### config.mk
export PLATFORM = sky130hd
export DESIGN_NAME = uart_rx_with_buffer
export DESIGN_NICKNAME = d
export VERILOG_FILES = /design/src/rtl/uart_rx_with_buffer.sv
export SDC_FILE = /design/constraint.sdc
export NUM_CORES = 1
export LEC_CHECK = 0
export CAP_MARGIN = 30
export CORE_UTILIZATION = 57
export CTS_BUF_LIST = sky130_fd_sc_hd__clkbuf_4 sky130_fd_sc_hd__clkbuf_8
export DETAILED_ROUTE_END_ITERATION = 10
export PLACE_DENSITY_LB_ADDON = 0.1
export SYNTH_ARGS = -nofsm -noshare
export SYNTH_HDL_FRONTEND = slang
export SYNTH_SLANG_ARGS = --single-unit
### constraint.sdc
create_clock -name clk -period 3.26 [get_ports clk]
set_input_delay 0.815 -clock clk [delete_from_list [all_inputs] [get_ports clk]]
set_output_delay 0.815 -clock clk [all_outputs]
set_load 0.1 [all_outputs]
### src/rtl/uart_rx_with_buffer.sv
// 8N1 UART receiver with a mid-bit sampling FSM feeding a show-ahead byte FIFO.
// Framing errors and FIFO overruns are reported as registered one-cycle pulses.
module uart_rx_with_buffer #(
    parameter int CLK_PER_BIT = 868,
    parameter int FIFO_DEPTH  = 16,
    parameter int ADDR_W      = 4
) (
    input  logic              clk,
    input  logic              rst,
    input  logic              uartrx,
    input  logic              rd_en,
    output logic [7:0]        rd_data,
    output logic              data_available,
    output logic [ADDR_W:0]   count,
    output logic              fifo_full,
    output logic              framing_error,
    output logic              overrun
);

    typedef enum logic [2:0] {IDLE, START, DATA, STOP, BRK} state_t;

    localparam logic [15:0]     HALF_T  = 16'(CLK_PER_BIT / 2 - 1);
    localparam logic [15:0]     FULL_T  = 16'(CLK_PER_BIT - 1);
    localparam logic [ADDR_W:0] DEPTH_C = (ADDR_W + 1)'(FIFO_DEPTH);

    state_t            state_q, state_d;
    logic              sync1_q, sync2_q;
    logic              rx_s;
    logic [15:0]       timer_q, timer_d;
    logic [2:0]        bit_idx_q, bit_idx_d;
    logic [7:0]        shift_q, shift_d;
    logic [ADDR_W-1:0] wr_ptr_q, wr_ptr_d, rd_ptr_q, rd_ptr_d;
    logic [ADDR_W:0]   count_q, count_d;
    logic              fe_q, fe_d, ovr_q, ovr_d;
    logic              bit_tick, push_req, push, pop, full, empty;
    logic [7:0]        mem_q [FIFO_DEPTH];

    assign rx_s = sync2_q;

    always_comb begin
        state_d   = state_q;
        bit_idx_d = bit_idx_q;
        shift_d   = shift_q;
        bit_tick  = 1'b0;
        push_req  = 1'b0;
        fe_d      = 1'b0;
        case (state_q)
            IDLE: if (!rx_s) state_d = START;
            START: if (timer_q == HALF_T) begin
                bit_tick = 1'b1;
                if (rx_s) begin
                    state_d = IDLE;
                end else begin
                    state_d   = DATA;
                    bit_idx_d = 3'd0;
                end
            end
            DATA: if (timer_q == FULL_T) begin
                bit_tick          = 1'b1;
                shift_d[bit_idx_q] = rx_s;
                if (bit_idx_q == 3'd7) state_d = STOP;
                else                   bit_idx_d = bit_idx_q + 3'd1;
            end
            STOP: if (timer_q == FULL_T) begin
                bit_tick = 1'b1;
                if (rx_s) begin
                    push_req = 1'b1;
                    state_d  = IDLE;
                end else begin
                    fe_d    = 1'b1;
                    state_d = BRK;
                end
            end
            BRK: if (rx_s) state_d = IDLE;
            default: state_d = IDLE;
        endcase
        // Restart the bit timer on each sample so consecutive DATA bits stay one bit apart.
        timer_d = (bit_tick || (state_d != state_q)) ? 16'd0 : timer_q + 16'd1;
    end

    always_comb begin
        full     = (count_q == DEPTH_C);
        empty    = (count_q == '0);
        pop      = rd_en && !empty;
        // At full, a same-cycle pop frees the head slot, which is where the new byte lands.
        push     = push_req && (!full || pop);
        ovr_d    = push_req && full && !pop;
        wr_ptr_d = push ? wr_ptr_q + ADDR_W'(1) : wr_ptr_q;
        rd_ptr_d = pop  ? rd_ptr_q + ADDR_W'(1) : rd_ptr_q;
        count_d  = count_q;
        if (push && !pop)      count_d = count_q + (ADDR_W + 1)'(1);
        else if (pop && !push) count_d = count_q - (ADDR_W + 1)'(1);
    end

    always_ff @(posedge clk or posedge rst) begin
        if (rst) begin
            sync1_q   <= 1'b1;
            sync2_q   <= 1'b1;
            state_q   <= IDLE;
            timer_q   <= '0;
            bit_idx_q <= '0;
            shift_q   <= '0;
            wr_ptr_q  <= '0;
            rd_ptr_q  <= '0;
            count_q   <= '0;
            fe_q      <= 1'b0;
            ovr_q     <= 1'b0;
        end else begin
            sync1_q   <= uartrx;
            sync2_q   <= sync1_q;
            state_q   <= state_d;
            timer_q   <= timer_d;
            bit_idx_q <= bit_idx_d;
            shift_q   <= shift_d;
            wr_ptr_q  <= wr_ptr_d;
            rd_ptr_q  <= rd_ptr_d;
            count_q   <= count_d;
            fe_q      <= fe_d;
            ovr_q     <= ovr_d;
        end
    end

    always_ff @(posedge clk) begin
        if (push) mem_q[wr_ptr_q] <= shift_q;
    end

    assign rd_data        = mem_q[rd_ptr_q];
    assign data_available = !empty;
    assign count          = count_q;
    assign fifo_full      = full;
    assign framing_error  = fe_q;
    assign overrun        = ovr_q;

endmodule
Yosys cells after proc, flatten, opt, wreduce, memory -nomap -nowiden
Memories as Yosys holds them, arrays and structs flattened.
Cells that the tools add are included.
Cells by class
  add/subtract/negate cells: 6
  order comparisons: 2
  equality and inequality tests: 13
  muxes and demuxes: 31
  reductions and logical operators: 20
Operator list (number)
  $mux 3: 11
  $add 16x1->16 const B: 1
  $eq 16x10->1 const B: 1
  $eq 16x9->1 const B: 1
  $mux 16: 1
  $pmux 3 s5: 1
  $mux 1: 11
  $mux 5: 2
  $add 4x1->4 const B: 2
  $bwmux 8: 1
  $ne 2x2->1 const B: 4
  $logic_and 1x1->1: 7
  $eq 3x2->1 const B: 2
  $eq 3x3->1 const B: 2
  $pmux 3 s2: 1
  $add 5x1->5 const B: 1
  $eq 5x5->1 const B: 1
  $logic_not 5->1: 1
  $reduce_and 5->1: 1
  $sub 5x1->5 const B: 1
  $logic_not 1->1: 4
  $lt 3x4->1 const B: 1
  $reduce_bool 2->1: 2
  $add 3x1->3 const B: 1
  other kinds (10): 11
Storage, ports and cells
  flip-flop bits (word level): 47
  memory bits (writable): 128
  bits of input ports: 4
  output and inout bits: 17
  word-level logic and storage cells: 84
  memories: 1
Memories
  mem_q: depth 16, bits a word 8, read ports 1, clocked after Yosys merged registers in 0, wr ports 1, line 36  | logic [7:0] mem_q [FIFO_DEPTH];

Depth between registers and ports, before layout
  word-level depth: 9
  depth in mapped cells: 12
  depth with buffers taken out: 11

Worst setup path before layout
Ideal clock, no wire load.
  path kind: register to register
  from: register count_q[0] (netlist: count[0])
  to: register count_q[4] (netlist: count[4])
  setup time: 159 ps
  data arrival time: 3558 ps
  data required time: 3101 ps
  setup slack: -457 ps
  cell stages (with the launch flop): 11
  path buffers: 0
  period minus slack after synthesis: 3717 ps
  cell sequence: dfrtp_1 nor4_1 nand2b_1 nand2_1 ha_1 inv_1 ha_1 a21o_1 a21oi_1 mux2i_1 xnor2_1
On the way
  word-level cells in the longest chain between the ends: 8
  elaborated cells on any way between the ends: 16
  those cells by class: add/sub (2); eq/ne (1); mux (2); reduce/logical (11)
Ends and longest elaborated chain
  start, declared: line 33  | logic [ADDR_W:0] count_q, count_d;
  start signal, assigned: line 117  | count_q <= count_d;
  $logic_not 5->1 *: line 83  | empty = (count_q == '0);
  $logic_not 1->1 *
  net data_available: line 13  | output logic data_available,
  $logic_and 1x1->1 *: line 84  | pop = rd_en && !empty;
  $logic_or 1x1->1: line 86  | push = push_req && (!full || pop);
  $logic_and 1x1->1: line 86
  $logic_not 1->1: line 92  | else if (pop && !push) count_d = count_q - (ADDR_W + 1)'(1);
  $logic_and 1x1->1: line 92
  $reduce_bool 2->1 (no source line)
The timed path passes the listed nets; every way through them passes the cells marked *. The select of a mux whose other input is x is not followed.
A chain may end at the register's enable or synchronous reset.

Final worst setup path
  from: register rd_ptr_q[0]
  to: output port rd_data[2]
On the way
  word-level cells in the longest chain between the ends: 1
Ends and longest elaborated chain
  start, declared: line 32  | logic [ADDR_W-1:0] wr_ptr_q, wr_ptr_d, rd_ptr_q, rd_ptr_d;
  start signal, assigned: line 116  | rd_ptr_q <= rd_ptr_d;
  $mem_v2 16x8
  end, declared: line 12  | output logic [7:0] rd_data,
Every way passes these cells.

==> flow_summary.yaml <==
run_status:
  outcome: "completed"
die:
  die_w_um: 115.5
  die_y_um: 115.5
  fp.dieArea_mm2: 0.01333
  initial_utilization_pct: 58.40
  fp-row-count: 41
  boundaryPins: 21
  core_area_mm2: 0.01257
setup_path:
  path_class: "register to output port"
  start_kind: "register"
  critPathMaxFanout: 8
  end_kind: "output port"
  cp.arrival_ps: 2390
  critPathRequiredTime_ps: 2440
  ff2ff_setup_slack_ps: 280
placement:
  routabilityCongestion: 0.7633
  place_area_mm2: 0.007905
  port_buffers: 20
  place_ws_ps: 145.9
  dp_hpwl_mm: 8.436
sta:
  period_needed_ps: 3209
  final_max_slew_viol_count: 0
  tightestPinTransition_ps: 691.3
  fin_ws_ps: 50.58
  fmax_mhz: 311.6
  relSlewSlack_pct: 53.91
  rsz0062_at_grt: "true"
  final_hold_viol_count: 0
  period_share_pct: 98.45
  finalSetupViolCount: 0
  clock_skew_ps: 9.195
  whs_ps: 359.1
global_route:
  grt_use_total_pct: 22.63
  grt_pass1_wl_mm: 21.30
  grt_overflow_total: 0
  grt_pass1_vias: 3828
  grt_antenna_before_repair: 0
  grt_max_degree: 48
yosys:
  syn_inst: 433
  yosysSeqAreaShare_pct: 68.43
  ys_dominant_reg_cell: "edfxtp_1"
  syn_area_per_cell_um2: 16.95
  yosys_warnings: 0
  ys_async_sr_fraction_pct: 26.86
  synth_area_mm2: 0.007340
  synth_edf_count: 128
  synth.ff_latch_count: 175
  synth_nets: 451
  yosysUniqueCellTypes: 46
finish:
  design_area_mm2: 0.008409
  fin_nets: 497
  nFillCells: 854
  fin_util_pct: 66.91
  area_growth_pct: 14.58
  antenna_cells: 0
  final_layout_size_suffix_gt1_share_pct: 28.46
clock_tree:
  cts_tree: "done"
  clock_sinks: 175
  clock_latency_ps: 460
  cts_buffers: 17
  clk_pin_slew_ps: 80
  ctsHoldBuffers: 0
  cts-root-buf: "clkbuf_8"
  ctsLongestPathBuffers: 2
  h-tree-depth: 4
detailed_routing:
  viasPerCell: 5.711
  routed_wl_mm: 13.28
  first_pass_iters: 4
  wire_per_inst_um: 20.00
  first_iter_violations: 227
  drtAntennaViolNets: 0
  drc: 0
  num_vias: 3792
flow_run:
  drv_cap: 0
power_and_ir_drop:
  ir_drop_mv: 0.2401
  powerDensity_mw_per_mm2: 461.9
  cellLeakagePower_nw: 3.339
  total_power_mw: 3.884
worst_hold_path:
  hold_class: "register to register"
## path summary, 6_finish.rpt
kind,from,to,cells past startpoint
max in group asynchronous,rst,count[0]$_DFFE_PP0P_,3
worst max-delay path,rd_ptr_q[0]$_DFFE_PP0N_,rd_data[2],5
worst min-delay path,sync1_q$_DFF_PP1_,rx_s$_DFF_PP1_,0
worst max register to register,timer_q[3]$_DFF_PP0_,count[4]$_DFFE_PP0P_,10
min in group asynchronous,rst,count[4]$_DFFE_PP0P_,3
worst min register to register,sync1_q$_DFF_PP1_,rx_s$_DFF_PP1_,0
## per-layer routing
| layer | vias up | track usage (%) | wire length (um) | share of wire (%) |
|---|---|---|---|---|
| met5 | - | 0 | 0 | 0 |
| met1 | 1924 | 30.26 | 5788 | 44 |
| met3 | 19 | 4.550 | 528 | 4.0 |
| met2 | 94 | 37.17 | 6757 | 51 |
| li1 | 1755 | - | - | - |
| met4 | 0 | 8.571 | 209 | 1.6 |
## area by class of cell
cell class,instances,area [um^2],share of cell area [%]
clock buffer,17,234.0,2.782
clock inverter,15,170.2,2.024
inverter,11,41.29,0.4910
multi-input combinational,227,2181,25.93
sequential,175,5027,59.78
tap,172,215.2,2.559
timing repair buffer,47,540.5,6.428
## stage by stage
step	instances	setup TNS, ps
after CTS	665	-0.7310
after global routing	664	-161.7
final	664	0
after detailed placement	626	0
after floorplan	433	0
after global placement	626	0
## timing repair
item | 4_1_cts | 5_1_grt
setup buffers | 4 | 0
hold endpoints to repair | 0 | 0
setup endpoints to repair | 8 | 8
gates cloned | 3 | 0
gates resized for setup | 5 | 0
## state kept, by name, indices dropped and copies added, names as in the netlist, 3 cells and up
| register | flops |
|---|---|
| bit_idx_q | 3 |
| count | 5 |
| mem_q | 128 |
| rd_ptr_q | 4 |
| shift_q | 8 |
| state_q | 3 |
| timer_q | 16 |
| wr_ptr_q | 4 |
## worst max-delay path, cell delays in order, from the launching register on
cell and delay (ps):
dfrtp_2 410, buf_4 150, buf_16 140, mux4_2 520
mux4_2 530, buf_12 190
## cells in the mapped netlist (all sizes together), types with 2 or more instances
cell type  count  area [um^2]
edfxtp       128         3844
dfrtp         45         1126
mux4          40        900.9
nor2          39        146.4
nand2         22        87.58
nand3         15        75.07
ha            13        162.7
xnor2         13        113.9
clkbuf        11        41.29
inv           11        41.29
xor2          11        96.34
mux2           9        101.4
nor3           9        45.04
buf            8        50.05
o21ai          6        33.78
nor4           5        61.31
a21oi          4        20.02
nand3b         4        30.03
nor4b          4        35.03
and3           3        18.77
and4           3        26.28
nand2b         3        18.77
nand4          3        18.77
nor3b          3        22.52
a21o           2        15.01
dfstp          2        52.55
o22ai          2        12.51
or4            2        22.52
## power breakdown
group	internal, mW	leakage (nW)	switching, mW
clock	0.752	0.198	0.748
combinational	0.00493	1.03	0.0121
sequential	2.36	2.11	0.00279
total	3.12	3.34	0.763
## kinds of logic after synthesis
logic type,count (synthesis),synth area share (%)
buffers and inverters,31,1.978
xor gates and xnor gates,24,2.864
DFF,175,68.43
muxes,50,13.79
AOI/OAI and AO/OA,18,1.517
adders and majority gates,14,2.489
and+or+nand+nor,121,8.933
## cell usage in the layout (no fill, tap or decap), drive strengths merged, types with 2 or more instances in the layout
master           n
nand3           15
nand2b           3
o22ai            2
mux2             9
ha              13
a21oi            4
nor4             5
nor4b            4
mux4            40
nand4            3
clkinv           9
nand2           22
nor2            39
a21o             2
dfstp            2
clkinvlp         2
dfrtp           45
or4              2
nand3b           4
buf             44
bufinv           3
o21ai            6
inv             12
clkdlybuf4s50    3
nor3             9
edfxtp         128
xnor2           13
xor2            11
and4             3
clkbuf          17
and3             3
nor3b            3
No activity file was read; power rests on OpenSTA's default activity.
